File: src/rtl/core_pkg.sv
// Shared core types and constants used by the fetch stage.
package core_pkg;
  localparam int unsigned XLEN = 32;
  localparam logic [XLEN-1:0] RESET_PC_DEFAULT = 32'h0000_0000;
  localparam logic [XLEN-1:0] PC_INC = 32'd4;

  typedef enum logic [1:0] {IDLE, REQ, WAIT} fetch_state_e;
endpackage

File: src/rtl/fetch_fifo.sv
// Synchronous instruction buffer of {word, pc} entries with flush; head reads 0 when empty.
module fetch_fifo #(
  parameter int unsigned DEPTH = 2,
  parameter int unsigned WIDTH = 64
) (
  input  logic                         clk,
  input  logic                         rst_n,
  input  logic                         push_i,
  input  logic [WIDTH-1:0]             push_data_i,
  input  logic                         pop_i,
  input  logic                         flush_i,
  output logic [$clog2(DEPTH+1)-1:0]   count_o,
  output logic [WIDTH-1:0]             head_o
);
  localparam int unsigned CNT_W = $clog2(DEPTH + 1);
  localparam int unsigned PTR_W = (DEPTH > 1) ? $clog2(DEPTH) : 1;

  logic [WIDTH-1:0] mem_q [DEPTH];
  logic [PTR_W-1:0] rd_ptr_q, wr_ptr_q;
  logic [CNT_W-1:0] count_q;

  function automatic logic [PTR_W-1:0] ptr_inc(input logic [PTR_W-1:0] p);
    return (p == PTR_W'(DEPTH - 1)) ? '0 : p + PTR_W'(1);
  endfunction

  always_ff @(posedge clk) begin
    if (!rst_n) begin
      rd_ptr_q <= '0;
      wr_ptr_q <= '0;
      count_q  <= '0;
    end else if (flush_i) begin
      rd_ptr_q <= '0;
      wr_ptr_q <= '0;
      count_q  <= '0;
    end else begin
      if (push_i) begin
        mem_q[wr_ptr_q] <= push_data_i;
        wr_ptr_q        <= ptr_inc(wr_ptr_q);
      end
      if (pop_i) rd_ptr_q <= ptr_inc(rd_ptr_q);
      case ({push_i, pop_i})
        2'b10:   count_q <= count_q + CNT_W'(1);
        2'b01:   count_q <= count_q - CNT_W'(1);
        default: count_q <= count_q;
      endcase
    end
  end

  // Gating the head keeps instr/instr_pc at zero out of reset without clearing storage.
  assign head_o  = (count_q != '0) ? mem_q[rd_ptr_q] : '0;
  assign count_o = count_q;
endmodule

File: src/rtl/fetch_unit.sv
// Fetch stage: owns the PC, one outstanding imem request, buffers words for decode.
// States: IDLE no credit / nothing outstanding | REQ request held | WAIT granted, awaiting response
module fetch_unit import core_pkg::*; #(
  parameter logic [XLEN-1:0] RESET_PC = RESET_PC_DEFAULT,
  parameter int unsigned     DEPTH    = 2
) (
  input  logic            clk,
  input  logic            rst_n,
  output logic            imem_req,
  output logic [XLEN-1:0] imem_addr,
  input  logic            imem_gnt,
  input  logic            imem_rvalid,
  input  logic [XLEN-1:0] imem_rdata,
  input  logic            redirect,
  input  logic [XLEN-1:0] redirect_pc,
  output logic            instr_valid,
  output logic [XLEN-1:0] instr,
  output logic [XLEN-1:0] instr_pc,
  input  logic            instr_ready
);
  localparam int unsigned CNT_W = $clog2(DEPTH + 1);

  fetch_state_e    state_q, state_d;
  logic [XLEN-1:0] fetch_pc_q, fetch_pc_d;
  logic [XLEN-1:0] inflight_pc_q, inflight_pc_d;
  logic            discard_q, discard_d;
  logic [CNT_W-1:0] count, count_next;
  logic [2*XLEN-1:0] head;
  logic            push, pop, credit;

  assign push        = (state_q == WAIT) && imem_rvalid && !discard_q && !redirect;
  assign pop         = instr_valid && instr_ready && !redirect;
  assign instr_valid = (count != '0);
  assign {instr, instr_pc} = head;
  assign imem_req    = (state_q == REQ);
  assign imem_addr   = fetch_pc_q;

  // Credit is judged on the occupancy that will hold after this cycle's push/pop/flush.
  always_comb begin
    count_next = count;
    if (redirect)          count_next = '0;
    else if (push && !pop) count_next = count + CNT_W'(1);
    else if (!push && pop) count_next = count - CNT_W'(1);
  end
  assign credit = (count_next < CNT_W'(DEPTH));

  always_comb begin
    state_d       = state_q;
    fetch_pc_d    = fetch_pc_q;
    inflight_pc_d = inflight_pc_q;
    discard_d     = discard_q;
    case (state_q)
      IDLE: if (credit) state_d = REQ;
      REQ: begin
        if (imem_gnt) begin
          inflight_pc_d = fetch_pc_q;
          fetch_pc_d    = fetch_pc_q + PC_INC;
          state_d       = WAIT;
        end
      end
      WAIT: begin
        if (imem_rvalid) begin
          discard_d = 1'b0;
          state_d   = credit ? REQ : IDLE;
        end
      end
      default: state_d = IDLE;
    endcase
    // A redirect overrides the PC; a response still in flight must be drained and dropped.
    if (redirect) begin
      fetch_pc_d = redirect_pc & ~XLEN'(3);
      if ((state_q == REQ && imem_gnt) || (state_q == WAIT && !imem_rvalid))
        discard_d = 1'b1;
    end
  end

  always_ff @(posedge clk) begin
    if (!rst_n) begin
      state_q       <= IDLE;
      fetch_pc_q    <= RESET_PC;
      inflight_pc_q <= RESET_PC;
      discard_q     <= 1'b0;
    end else begin
      state_q       <= state_d;
      fetch_pc_q    <= fetch_pc_d;
      inflight_pc_q <= inflight_pc_d;
      discard_q     <= discard_d;
    end
  end

  fetch_fifo #(.DEPTH(DEPTH), .WIDTH(2 * XLEN)) u_fifo (
    .clk         (clk),
    .rst_n       (rst_n),
    .push_i      (push),
    .push_data_i ({imem_rdata, inflight_pc_q}),
    .pop_i       (pop),
    .flush_i     (redirect),
    .count_o     (count),
    .head_o      (head)
  );
endmodule

File: config.mk
export PLATFORM = sky130hd
export DESIGN_NAME = fetch_unit
export DESIGN_NICKNAME = d
export VERILOG_FILES = /design/src/rtl/core_pkg.sv /design/src/rtl/fetch_fifo.sv /design/src/rtl/fetch_unit.sv
export SDC_FILE = /design/constraint.sdc
export NUM_CORES = 1
export LEC_CHECK = 0
export ABC_AREA = 1
export BUFFER_PORTS_ARGS = -buffer_cell sky130_fd_sc_hd__buf_4
export CAP_MARGIN = 10
export CORE_MARGIN = 8
export CORE_UTILIZATION = 49
export DETAILED_ROUTE_END_ITERATION = 6
export PLACE_DENSITY = 0.75
export SKIP_CTS_REPAIR_TIMING = 1
export SYNTH_ARGS = -nofsm -noshare
export SYNTH_HDL_FRONTEND = slang
export SYNTH_SLANG_ARGS = --single-unit
File: constraint.sdc
create_clock -name clk -period 5.7 [get_ports clk]
set_input_delay 0.285 -clock clk [delete_from_list [all_inputs] [get_ports clk]]
set_output_delay 0.285 -clock clk [all_outputs]
set_load 0.02 [all_outputs]
Word level (Yosys, flattened, before mapping)
Memory sizes are Yosys's and may differ from the RTL's. A register that Yosys moved wholly into a read port is not among the register bits. Cells that the tools add are included.

Flip-flop bits (word level): 71. ROM bits: 0. Word-level logic and storage cells: 72. Latch bits: 0. Input bits: 70. Memories: 1. Bits in writable memories: 128. Output and inout bits: 98.

Muxes and demuxes: 25. Bitwise operators: 1. Eq/ne operators: 7. Shifts and indexed selects: 0. Reduce and logical (&&, ||, !) cells: 24. Add/subtract/negate cells: 5. Divide/modulo/power cells: 0. Order comparisons: 1. Multiply operators: 0.

Memory list: u_fifo.mem_q (words 2, width 64, rd ports 1, clocked after Yosys merged registers in 1, write ports 1, RTL line fetch_fifo.sv:18) `logic [WIDTH-1:0] mem_q [DEPTH];`.

Operator list (number): 2-to-1 mux 32 bit (3); 2-to-1 mux 64 bit (1); adder 32 x 3 -> 32 bit, second input constant (1); 2-to-1 mux 1 bit (13); 2-to-1 mux 2 bit (6); logical AND 1 bit (9); nonzero test 2 bit (4); one-hot mux 2 bit (3 select lines) (1); zero test 1 bit (5); equality test 2 x 1 -> 1 bit, second input constant (2); equality test 2 bit, second input constant (2); != test 2 bit, second input constant (2); one-hot mux 2 bit (2 select lines) (1); AND reduction 2 bit (2); AND reduction 3 bit (1); adder 1 bit, second input constant (2); adder 2 x 1 -> 2 bit, second input constant (1); zero test 2 bit (1); less-than comparator 2 bit, second input constant (1); != test 2 x 1 -> 1 bit, second input constant (1); OR reduction 2 bit (1); subtractor 2 x 1 -> 2 bit, second input constant (1); logical OR 1 bit (1); NOT 1 bit (1).

Depth between registers and ports, before layout
Gate-level depths: netlist of the first run.

Depth after elaboration: 13. Depth in mapped cells: 13. Gate-level depth less buffers: 13.

By module
A second synthesis of the first run with hierarchy kept.

Cells, all modules: 894. Area total of the unflattened synthesis: 8717.1 um^2.

By module, submodules not included: fetch_fifo (area an instance 5308.8 um^2, cells each 374, times used 1, sequential area each 3943.8 um^2); fetch_unit (area an instance 3408.3 um^2, cells each 520, times used 1, sequential area each 1261.2 um^2).

Least setup slack after synthesis of the first run
Ideal clock, no wire load.

Path kind: input-to-reg. Start: in redirect. End: mem u_fifo.mem_q[0][10], enable pin. Library setup time: 0.558 ns. Data arrival time: 5.003 ns. Buffers on the path: 1. Required time: 5.142 ns. Stages on the path: 4. Path slack: 0.139 ns. Cell sequence: buf_4 nor2_1 inv_1 nor3_1.

Longest elaborated chain between the ends: 6.

Ends and longest elaborated chain: from (decl) (RTL line fetch_unit.sv:14) `input logic redirect,`; zero test 1 bit (RTL line fetch_unit.sv:31) `assign push = (state_q == WAIT) && imem_rvalid && !discard_q && !redirect;`; logical AND 1 bit (RTL line fetch_unit.sv:31); 2-to-1 mux 1 bit (RTL line fetch_fifo.sv:36) `if (push_i) begin`; 2-to-1 mux 1 bit * (RTL line fetch_fifo.sv:31) `end else if (flush_i) begin`; 2-to-1 mux 1 bit * (RTL line fetch_fifo.sv:27) `if (!rst_n) begin`; 2-to-1 mux 1 bit (implied by the code) * (RTL line fetch_fifo.sv:37) `mem_q[wr_ptr_q] <= push_data_i;`; to (decl) (RTL line fetch_fifo.sv:18).

Mark *: on every way between the ends. The rest lies on a longest branch, timed or not.

Final worst setup path of the first run
Start: in rst_n. End: mem u_fifo.mem_q[1][63], enable pin.

Longest elaborated chain between the ends: 2.

Ends and longest elaborated chain: from (decl) (RTL line fetch_unit.sv:8) `input logic rst_n,`; 2-to-1 mux 1 bit (RTL line fetch_fifo.sv:27); 2-to-1 mux 1 bit (implied by the code) (RTL line fetch_fifo.sv:37).

No other way between the ends.

==> results.yml, run 1 <==
pwr:
  pwr-share-clk_pct: 38.7
  p_leak_nw: 3.95
  cellPowerDensity_nw_per_um2: 283
  p_int_w: 0.00217
  p_seq_share_pct: 54.2
  ir_worst_vdd_v: 0.000210
  swShare_pct: 23.9
  p_switching_w: 0.000680
  pwr-share-comb_pct: 7.1
setup_path:
  endpoint_kind: "register"
  arrival_ps: 2920
  r2r_start: "state_q[1]"
  path_max_fanout: 41
  worst-endpoint-required_ps: 5750
  worst_setup_path_start_kind: "input port"
  crit_type: "input port to register"
  crit_path_start: "rst_n"
global_route:
  grt_pass1_wl_um: 31600
  grt_pass1_vias: 6051
  grt_max_degree: 64
  gr-total-overflow: 0
  grt_antenna_before_repair: 0
  groute.usage.overall_pct: 18.6
routing:
  dr.pass1.iters: 5
  via_count: 6260
  via_per_inst: 5.06
  drc: 0
  postRouteAntennaNets: 0
  wl_per_cell_um: 15.6
  routed_wl_um: 19300
  drt_iter0_drc: 418
synthesis:
  synthMuxAreaShare_pct: 0
  syn_area_per_cell_sq_um: 9.54
  mappedNetlistArea_sq_um: 8200
  synth_top_family_by_area: "simple AND/OR/NAND/NOR gates"
  synthXorXnorAreaFrac_pct: 0.747
  synth_cell_types: 39
  synth_area_leaders: "edfxtp_1 (45%), dfxtp_1 (17%), nor2_1 (7.8%)"
  yosysWarnings: 0
  synth_compound_area_share_pct: 11.6
  synthAdderAreaFrac_pct: 0.610
  ys_ff_latch: 192
  synth-seq-area-share_pct: 62.0
  synthCells: 860
  post-synth-top-area-cell: "edfxtp_1"
  synth-simple-area-share_pct: 19.1
  synth_top_area_share_pct: 45.4
sta:
  fin_ws_ps: 2830
  timing.fmax_mhz: 349
  fin_crit_ps: 2870
  tns_ps: 0
  maxSlewViolCount: 0
  maxSlewHeadroom_pct: 21.1
  tightest_slew_ps: 1180
  finalCritPeriodShare_pct: 50.3
  fin_skew_ps: 7.63
  setup_viol: 0
  rsz0062_at_grt: "no"
  hold_violations: 0
placement:
  post-place-ws_ps: 2330
  hpwl_um: 12800
  dp.cells: 1205
  port_buffers: 161
  place.gp.congestion: 0.915
floorplan:
  core_area_sq_um: 16500
  die_y_um: 145
  fp-row-count: 47
  die_w_um: 145
  dieArea_sq_um: 21100
  initial_core_util_pct: 49.8
  ioPinCount: 168
clock_tree:
  numCtsBuffers: 17
  cts_tree: "yes"
  clkLatencyLatePin_ps: 420
  cts.path.max_buffers: 2
  clock_tree.root_cell: "clkbuf_16"
  clock_sinks: 192
  path_clk_slew_ps: 70
  htree_num_levels: 4
worst_hold_path:
  hp-start: "imem_rdata[15]"
  hp-class: "input port to register"
layout:
  fin_nets: 1078
  multi_input_area_sq_um: 2660
  area_delta_synth_final_pct: 22.8
  antenna_cells: 0
  regArea_sq_um: 5090
  drive_gt1_share_pct: 23.8
  stdcell_count: 1237
  nFillCells: 1422
flow_run:
  drv_cap: 0
run_status:
  status: "completed"
[registers in the layout (all words and copies together), names as in the netlist, named ones only]
signal           cells
u_fifo.mem_q       124
state_q              2
u_fifo.wr_ptr_q      1
imem_addr           30
discard_q            1
inflight_pc_q       30
u_fifo.rd_ptr_q      1
u_fifo.count_o       2
[cells in the final DEF (no fill, tap or decap), types with 4 or more instances in the layout]
cell       count
nor2_1       169
o21ai_0      104
nand2_2        6
inv_8          4
nand2_1      130
clkbuf_16     17
inv_2          9
dfxtp_1       67
xor2_1         5
edfxtp_1     124
buf_4        165
o21ai_2        4
conb_1         4
a31oi_1        6
nor2_4         8
ha_1           4
o21ai_1        7
inv_1         55
nor2_2         5
a21oi_1       53
nand3_1       36
[area by class of cell]
| type | instances | share of cell area (%) |
|---|---|---|
| clock buffer | 18 | 4.26 |
| clock inverter | 14 | 1.29 |
| inverter | 67 | 2.57 |
| multi-input combinational | 561 | 26.4 |
| sequential | 192 | 50.5 |
| tap | 220 | 2.73 |
| timing repair buffer | 165 | 12.3 |
[power by group through the flow]
stage / sequential [W] / clock (W) / combinational (W)
final: 0.00154 / 0.00110 / 0.000203
after global routing: 0.00155 / 0.00118 / 0.000224
after detailed placement: 0.00157 / 0 / 0.000203
after CTS: 0.00154 / 0.00113 / 0.000204
after floorplan: 0.00158 / 0 / 0.000104
after global placement: 0.00157 / 0 / 0.000199
[synthesized netlist by cell type (all sizes together)]
library cell / n
clkinv: 1
nand3b: 1
and2: 2
a31oi: 6
o221ai: 1
conb: 1
o21ai: 115
dfxtp: 68
nor2: 183
nor3: 2
clkbuf: 26
buf: 17
inv: 66
xnor2: 2
nand2: 138
a21oi: 56
nand3: 38
a211oi: 1
a32o: 1
or2: 1
ha: 4
edfxtp: 124
nand4: 1
xor2: 5
[metrics by stage]
stage               instance area, sq um  power, W  hold slack (ps)  util [%]
finish                             10100   0.00285             48.7      61.2
floorplan                           8210   0.00168              384         -
CTS                                10100   0.00288             25.5      61.2
global route                       10100   0.00295             21.5      61.2
detailed placement                  9520   0.00178              434      57.8
global placement                    9520   0.00177              430      57.8
[path summary, 6_finish.rpt]
path	depth (start not counted)	to	slack [ps]
worst max-delay path	6	u_fifo.mem_q[1][63]	2830
worst min-delay path	1	u_fifo.mem_q[0][47]	50
worst max register to register	7	u_fifo.mem_q[1][63]	3190
worst min register to register	0	u_fifo.mem_q[0][31]	450
[layer usage]
layer / up-vias / GRT usage, % / share of wire (%)
met5: - / 0 / 0
met3: 28 / 5.47 / 7.2
met1: 2854 / 24.6 / 46
met4: 0 / 5.88 / 1.6
li1: 3160 / - / -
met2: 218 / 28.8 / 45
[critical path, stage by stage]
cell    delay, ps
buf_4         270
inv_1         570
nor2_1        400
inv_1         190
nor2_4        570
buf_4         600
[kinds of logic (layout without fill, tap and decap cells)]
family          count (synthesis)  in the layout
fa+ha+maj                       4              4
xor+xnor                        7              7
flops                         192            192
other cells                     1              4
simple gates                  366            366
compound gates                180            180
buf+inv                       110            264
Note: power is estimated with default switching activity, not from simulation.
==> run 2: changes to the inputs <==
Settings changed: CORE_UTILIZATION 49 to 50, PLACE_DENSITY 0.75 to 0.74.
Clock period 5.7 ns to 2.9 ns, I/O delays scaled along.
==> run 2 against run 1 <==
Effect of this change: sequential power is 97% higher; critical path depth is 1 lower; critical path type is now register to primary output; clock power is 110% higher; die area is 1.8% lower; clock skew is 2.0 ps higher; highest routed layer unchanged; first-iteration DRC count is 20% lower; global-route usage is 0.59 points higher.
==> results.yml, run 2 (same netlist as run 1, synthesis figures left out) <==
pwr:
  pwr-share-comb_pct: 7.6
  p_leak_nw: 4.13
  p_seq_share_pct: 52.5
  ir_worst_vdd_v: 0.000431
  swShare_pct: 23.2
  pwr-share-clk_pct: 39.9
  p_switching_w: 0.00134
  p_int_w: 0.00444
  cellPowerDensity_nw_per_um2: 549
layout:
  drive_gt1_share_pct: 23.1
  mostFrequentLayoutCell: "nor2_1"
  mostFrequentLayoutCells: "nor2_1 (169), buf_4 (165), nand2_1 (130), edfxtp_1 (124), o21ai_0 (104)"
  multi_input_area_sq_um: 2660
  regArea_sq_um: 5090
  nFillCells: 1336
  antenna_cells: 0
  top_register: "u_fifo.mem_q"
  largest_register_ffs: 124
  fin_nets: 1116
  area_delta_synth_final_pct: 28.3
  finish.instance_area_sq_um: 10500
sta:
  timing.fmax_mhz: 434
  fin_skew_ps: 9.62
  hold_violations: 0
  finalCritPeriodShare_pct: 79.4
  rsz0062_at_grt: "no"
  setup_viol: 0
  whs_ps: 3.44
  tightest_slew_ps: 665
  tns_ps: 0
  maxSlewViolCount: 0
  fin_crit_ps: 2300
  maxSlewHeadroom_pct: 55.6
setup_path:
  path_max_fanout: 35
  arrival_ps: 2160
  worst_r2r_endpoint: "state_q[0]"
  crit_type: "register to primary output"
  r2r_start: "state_q[1]"
  ff2ff_setup_slack_ps: 920
  worst-endpoint-required_ps: 2760
  endpoint: "instr[17]"
  reg2regPathDepth: 13
  endpoint_kind: "primary output"
  worst_setup_path_start_kind: "register"
placement:
  port_buffers: 161
  hpwl_um: 13000
  place.gp.congestion: 0.923
  placed_area_sq_um: 9580
worst_hold_path:
  hp-class: "input port to register"
flow_run:
  drv_cap: 0
clock_tree:
  clkLatencyLatePin_ps: 430
  cts_tree: "yes"
  numCtsBuffers: 17
  cts.path.max_buffers: 2
  clock_sinks: 192
  clock_tree.root_cell: "clkbuf_16"
  path_clk_slew_ps: 70
  htree_num_levels: 4
routing:
  dr.pass1.iters: 5
  drt_iter0_drc: 336
  drc: 0
  routed_wl_um: 19900
  via_count: 6406
  via_per_inst: 5.02
  wl_per_cell_um: 15.6
  postRouteAntennaNets: 0
global_route:
  grt_antenna_before_repair: 0
  groute.usage.overall_pct: 19.2
  grt_pass1_wl_um: 30700
  grt_max_degree: 64
  gr-total-overflow: 0
  grt_pass1_vias: 5985
floorplan:
  fp-row-count: 47
  dieArea_sq_um: 20800
  initial_core_util_pct: 50.4
  core_area_sq_um: 16300
  die_y_um: 144
  ioPinCount: 168
  die_w_um: 144
run_status:
  status: "completed"
## run 2: layer usage
layer  global-route usage (%)  up-vias  share of wire [%]
met4                     6.20        0                1.1
met3                     5.41       14                7.7
li1                         -     3231                  -
met5                        0        -                  0
met2                     30.6      189                 46
met1                     24.7     2972                 45
## run 2: power groups by stage
| stage | combinational (W) | clock, W | sequential (W) |
|---|---|---|---|
| floorplan | 0.000205 | 0 | 0.00310 |
| global placement | 0.000393 | 0 | 0.00309 |
| detailed placement | 0.000401 | 0 | 0.00309 |
| CTS | 0.000403 | 0.00235 | 0.00303 |
| global route | 0.000487 | 0.00246 | 0.00304 |
| finish | 0.000442 | 0.00231 | 0.00303 |
## run 2: worst min path at each step
stage | start | end | slack [ps] | cells past startpoint
after floorplan | imem_rdata[0] | u_fifo.mem_q[0][32] | 240 | 0
after global placement | imem_rdata[1] | u_fifo.mem_q[1][33] | 330 | 1
after detailed placement | imem_rdata[22] | u_fifo.mem_q[0][54] | 330 | 1
after CTS | imem_rdata[5] | u_fifo.mem_q[1][37] | -120 | 1
after global routing | redirect_pc[30] | imem_addr[30] | 10 | 3
final | redirect_pc[12] | imem_addr[12] | 3 | 3
## run 2: metrics by stage
step                      power (W)  setup WS (ps)  util, %  instances
final                       0.00578            598     64.6       1275
after global routing        0.00599            410     64.6       1275
after CTS                   0.00578            548     62.4       1240
after detailed placement    0.00349            855     58.8       1208
after global placement      0.00348            944     58.8       1208
after floorplan             0.00331           51.6        -        863
## run 2: area by class of cell
type	instances	share of cell area (%)
Tap cell	220	2.62
Timing Repair Buffer	203	15.7
Sequential cell	192	48.3
Multi-Input combinational cell	561	25.3
Inverter	67	2.46
Clock inverter	12	1.15
Clock buffer	20	4.45
## run 2: worst max-delay path: stages, from the launching register on
cell and delay [ps]:
dfxtp_2 690, inv_2 390, buf_12 280, nor2_1 110, nor2_1 60, buf_4 160
